`src/rtl/rf_port_arbiter.sv`:
```
// Round-robin arbiter sharing one register-file write port and one read port
// between two clients, with registered read return and write-read bypass.
module rf_port_arbiter (
    input  logic       clk,
    input  logic       clr,
    input  logic       wreq0,
    input  logic       wreq1,
    input  logic [2:0] waddr0,
    input  logic [2:0] waddr1,
    input  logic [7:0] wdata0,
    input  logic [7:0] wdata1,
    output logic       wgnt0,
    output logic       wgnt1,
    input  logic       rreq0,
    input  logic       rreq1,
    input  logic [2:0] raddr0,
    input  logic [2:0] raddr1,
    output logic       rgnt0,
    output logic       rgnt1,
    output logic       rvalid0,
    output logic       rvalid1,
    output logic [7:0] rdata0,
    output logic [7:0] rdata1,
    output logic [7:0] rf_d,
    output logic       rf_en,
    output logic [2:0] rf_wsel,
    output logic [2:0] rf_rsel,
    input  logic [7:0] rf_q
);

    logic       wptr;
    logic       rptr;
    logic       rv0_q;
    logic       rv1_q;
    logic       byp;
    logic [7:0] rcap;

    always_comb begin
        wgnt0 = 1'b0;
        wgnt1 = 1'b0;
        rgnt0 = 1'b0;
        rgnt1 = 1'b0;
        if (!clr) begin
            wgnt0 = wreq0 && (!wreq1 || !wptr);
            wgnt1 = wreq1 && (!wreq0 || wptr);
            rgnt0 = rreq0 && (!rreq1 || !rptr);
            rgnt1 = rreq1 && (!rreq0 || rptr);
        end
    end

    always_comb begin
        rf_en   = 1'b0;
        rf_wsel = '0;
        rf_d    = '0;
        unique case (1'b1)
            wgnt0: begin
                rf_en   = 1'b1;
                rf_wsel = waddr0;
                rf_d    = wdata0;
            end
            wgnt1: begin
                rf_en   = 1'b1;
                rf_wsel = waddr1;
                rf_d    = wdata1;
            end
            default: ;
        endcase
    end

    always_comb begin
        rf_rsel = '0;
        unique case (1'b1)
            rgnt0:   rf_rsel = raddr0;
            rgnt1:   rf_rsel = raddr1;
            default: ;
        endcase
    end

    // A same-cycle write to the register being read wins over the stale array value
    assign byp  = rf_en && (rgnt0 || rgnt1) && (rf_wsel == rf_rsel);
    assign rcap = byp ? rf_d : rf_q;

    always_ff @(posedge clk) begin
        if (clr) begin
            wptr   <= 1'b0;
            rptr   <= 1'b0;
            rv0_q  <= 1'b0;
            rv1_q  <= 1'b0;
            rdata0 <= '0;
            rdata1 <= '0;
        end else begin
            if (wgnt0 || wgnt1) wptr <= wgnt0;
            if (rgnt0 || rgnt1) rptr <= rgnt0;
            rv0_q <= rgnt0;
            rv1_q <= rgnt1;
            if (rgnt0) rdata0 <= rcap;
            if (rgnt1) rdata1 <= rcap;
        end
    end

    // Reset arriving the cycle after a read grant kills the pending valid
    assign rvalid0 = rv0_q && !clr;
    assign rvalid1 = rv1_q && !clr;

endmodule

```
`config.mk`:
```
export PLATFORM = sky130hd
export DESIGN_NAME = rf_port_arbiter
export DESIGN_NICKNAME = d
export VERILOG_FILES = /design/src/rtl/rf_port_arbiter.sv
export SDC_FILE = /design/constraint.sdc
export NUM_CORES = 1
export LEC_CHECK = 0
export CAP_MARGIN = 10
export CORE_ASPECT_RATIO = 1.5
export CORE_MARGIN = 2
export CORE_UTILIZATION = 36
export CTS_BUF_LIST = sky130_fd_sc_hd__clkbuf_2
export DETAILED_ROUTE_END_ITERATION = 6
export GPL_TIMING_DRIVEN = 0
export PLACE_DENSITY = 0.93
export SLEW_MARGIN = 30
export SYNTH_ARGS = -nofsm -noshare
export SYNTH_HDL_FRONTEND = slang
export SYNTH_SLANG_ARGS = --single-unit
```
`constraint.sdc`:
```
create_clock -name clk -period 2.5 [get_ports clk]
set_input_delay 0.5 -clock clk [delete_from_list [all_inputs] [get_ports clk]]
set_output_delay 0.5 -clock clk [all_outputs]
set_load 0.05 [all_outputs]
```
---- After elaboration in Yosys (flattened, before gate mapping) ----
Cells that the tools add are included.
storage, ports and cells
  word-level logic and storage cells ...... 38
  bits in registers ....................... 20
  input port bits ......................... 42
cells by class
  eq/ne operators ......................... 1
  mux-type cells .......................... 9
  reduce and logical (&&, ||, !) cells .... 22
operator list
  kind                                count
  8-bit case mux with 2 select lines  1
  3-bit case mux with 2 select lines  2
  1-bit logical AND                   8
  8-bit two-way mux                   1
  1-bit logical NOT                   7
  1-bit logical OR                    6
  1-bit two-way mux                   5
  3-bit == test                       1
  2-bit OR reduction                  1

---- Logic depth before layout (Yosys ltp) ----
  depth after elaboration ................. 9
  mapped depth ............................ 7

---- Worst setup path after synthesis ----
Ideal clock, no wire load.
  path kind ............................... input -> register
  start ................................... input port clr
  end ..................................... register rdata0[6]
  required time ........................... 2.414 ns
  buffers on the path ..................... 2
  stages .................................. 7
  arrival ................................. 2.428 ns
  library setup time ...................... 0.086 ns
  setup slack ............................. -0.013 ns
  path through ............................ buf_2 -> clkbuf_1 -> nor2_1 -> o21a_1 -> o2111ai_4 -> mux2i_1 -> a211oi_1
on the way
  longest elaborated chain between the ends .. 6
  elaborated cells between the ends (all ways) .. 14
ends and longest elaborated chain
  what                                   line  RTL
  start: declaration                     5     input logic clr,
  1-bit two-way mux                      43    if (!clr) begin
  2-bit OR reduction (no source line) *  -
  1-bit two-way mux *                    55    unique case (1'b1)
  net rf_en                              25    output logic rf_en,
  1-bit logical AND * (2 in series)      80    assign byp = rf_en && (rgnt0 || rgnt1) && (rf_wsel == rf_rsel);
  8-bit two-way mux *                    81    assign rcap = byp ? rf_d : rf_q;
  end signal: assignment                 96    if (rgnt0) rdata0 <= rcap;
  end: declaration                       22    output logic [7:0] rdata0,
Mark *: on every way through the listed nets, which the timed path passes. The rest lies on a longest branch.
A chain may end at the register's enable or synchronous reset.

---- Worst setup path after layout ----
  start ................................... input port clr
  end ..................................... output port rvalid0
on the way
  longest elaborated chain between the ends .. 2
ends and longest elaborated chain
  what               line  RTL
  1-bit logical NOT  102   assign rvalid0 = rv0_q && !clr;
  1-bit logical AND  102
  end: declaration   20    output logic rvalid0,
No other way between the ends.

==> metrics <==
status=finished, final reports clean; fraction of layout cells with a size suffix above 1=17.73%; post-synthesis simple-gate area fraction=21.46%; Post-synth EDFFs=0; mux cell area share after synthesis=7.191%; Fin Clk Skew=0.003908 ns; Synth Instances=121; total CTS buffers=3; Final Max Tran Viols=0; syn nets=163; worst hold slack=0.5086 ns; Core Area=2943 um^2; CP endpoint kind=primary output; Die H=72.12 um; Final Util=67.26%; full die area=3563 um^2; post-route ant nets=0; starting DRC count in detailed routing=31; DRT Pass-1 Iters=4; CP Class=input pin to primary output; P_leak=0.8350 nW; initial core utilization=37.84%; unrepaired setup endpoints after global routing=false; vias per cell=5.136; dominant cells by area after synthesis=dfxtp_1, a211oi_1, mux2i_1; CP bufs+invs=3; Max stage delay on crit path=0.81 ns; Finish-stage setup viols=0; IO Port Bufs=77; worst hold path class=flip-flop to flip-flop; drt total wl=3712 um; crit path time final=2.340 ns; Yosys Warn Count=0; clk sink count=20; worst-margin pin slew=0.5348 ns; Die X=49.41 um; CTS tree=yes; syn_area_per_cell=9.203 um^2; pin count of the biggest net entering global routing=12; vias in the first global route=1255; clk_lat worst skew=0.31 ns; Cell Count, Final, Fillers Out=242; Post-DP HPWL=2985 um; Synth area leader=dfxtp_1; maxcap violations=0; Async S/R FF share, synth=0%; number of core rows=24; Power Dens Cells=470.3 nW/um^2; DRC Markers=0; Critical-path top delay cell=clkdlybuf4s50_1; Ports=79; worst-path fanout max=10; largest family of logic cells by synthesized area=compound AO/OA/AOI/OAI gates; antenna violations before repair=0; Max VDD drop=0.0002465 V; Max Clock Freq=427.3 MHz; Clock Path Buffers=2; CP top delay family=buffers and inverters; Mapped Area=1114 um^2; CP Launch Type=input pin; #FFs+latches synth=20; Clock transition at path regs=0.19 ns; first-pass GRT wire length=5651 um; Wirelength per Cell=15.34 um; Layout Nets=246; via count=1243; CP Data Arrival Time=1.84 ns; area delta synth->final=77.75%; GPL Wtd Cong=0.7738; post-placement cell area=1936 um^2; max_slew headroom=64.24%; Fin. Hold Viols=0; Hold Buf Count CTS=0; Netlist cell types=31; Synth Area in Compound Gates=30.22%; Main synth FF type=dfxtp_1; area fraction of the dominant cell type after synthesis=35.96%; sequential element share of the synthesized area=35.96%; GRT Residual Overflow=0; Final Cell Area=1979 um^2; GR Util All Layers=20.12%; worst path cell trace=buf_2 > clkbuf_2 > nor2b_1 > clkdlybuf4s50_1; post-synthesis adder-cell area fraction=0%; H-tree levels=1; fin crit share=93.60%; xor and xnor area share after synthesis=1.573%; number of diodes=0; Root Buffer=clkbuf_2; DP Cell Count=237; CP required=2.00 ns
-- synth_stat cells (3+ instances only) --
cell type and number:
dfxtp_1 20, nand2b_1 3, a211oi_1 15, a22o_1 8
nor2b_1 11, mux2i_1 8, clkbuf_1 4, nor2_1 21
a32oi_1 3
-- final cells by class --
cell class                 count  area, um^2
sequential                    20       400.4
clock inverter                 1       3.754
multi-input combinational     92       704.4
buffer                         8       48.80
timing repair buffer          78       754.5
fill                         257       963.4
inverter                       1       3.754
clock buffer                   3       15.01
tap                           39       48.80
-- metal layers --
metal,track usage (%),part of all wire [%],vias up
met5,0,0,-
met3,4.527,8.1,5
met1,21.82,39,565
met2,38.29,52,63
li1,-,-,610
met4,6.173,0.84,0
-- cell families (layout without fill, tap and decap cells) --
logic type      after synthesis  after routing
flops                        20             20
buf+inv                       9             91
mux                           8              8
compound gates               37             37
xor+xnor                      2              2
simple gates                 45             45
-- cell usage in the layout, fill, tap and decap left out, types with 3 or more instances in the layout --
master	count
nor2_1	20
a211oi_1	15
clkdlybuf4s50_1	54
mux2i_1	7
dfxtp_1	20
a22o_1	8
nor2b_1	10
clkbuf_2	5
buf_2	4
nand2b_1	3
buf_4	9
a21boi_4	3
buf_6	4
dlygate4sd2_1	5
clkdlybuf4s15_2	3
-- where the power goes --
group	switching [W]	internal (W)	leakage, nW
clock network	0.000100	0.0000348	0.0140
registers	0.0000136	0.000344	0.166
logic	0.000262	0.000176	0.655
total	0.000376	0.000555	0.835
-- worst paths after layout --
check | start | end | slack (ns) | cells past startpoint
max | clr | rvalid0 | 0.16 | 4
min | rdata1[6] | rdata1[6] | 0.51 | 2
max reg2reg | wptr | rdata1[4] | 0.34 | 7
min reg2reg | rdata1[6] | rdata1[6] | 0.51 | 2
-- per-stage QoR --
| step | power, W | TNS, ns | setup WS, ns |
|---|---|---|---|
| final | 0.0009309 | 0 | 0.1599 |
| after global routing | 0.0009696 | 0 | 0.09659 |
| after CTS | 0.0009243 | -0.02269 | -0.02269 |
| after detailed placement | 0.0008013 | -14.68 | -0.9241 |
| after global placement | 0.0007921 | -13.31 | -0.8815 |
| after floorplan | 0.0006263 | 0 | 0.1148 |
-- flip-flops by register name, indices dropped and copies added, names as in the netlist --
register / count
rdata1: 8
rv0_q: 1
rv1_q: 1
rptr: 1
wptr: 1
rdata0: 8
-- worst register-to-register path: stages (launching register included) --
cell	delay, ns
dfxtp_1	0.46
a21boi_4	0.09
and2b_1	0.17
buf_4	0.17
a221oi_2	0.35
o2111ai_4	0.32
mux2i_1	0.24
a211oi_1	0.28
-- what timing repair did --
item / 4_1_cts / 5_1_grt
gates cloned: 0 / 0
setup buffers: 0 / 1
resized for setup: 87 / 14
endpoints found under the setup margin: 24 / 29
pin swaps: 1 / 3
No activity file was read; power rests on OpenSTA's default activity.
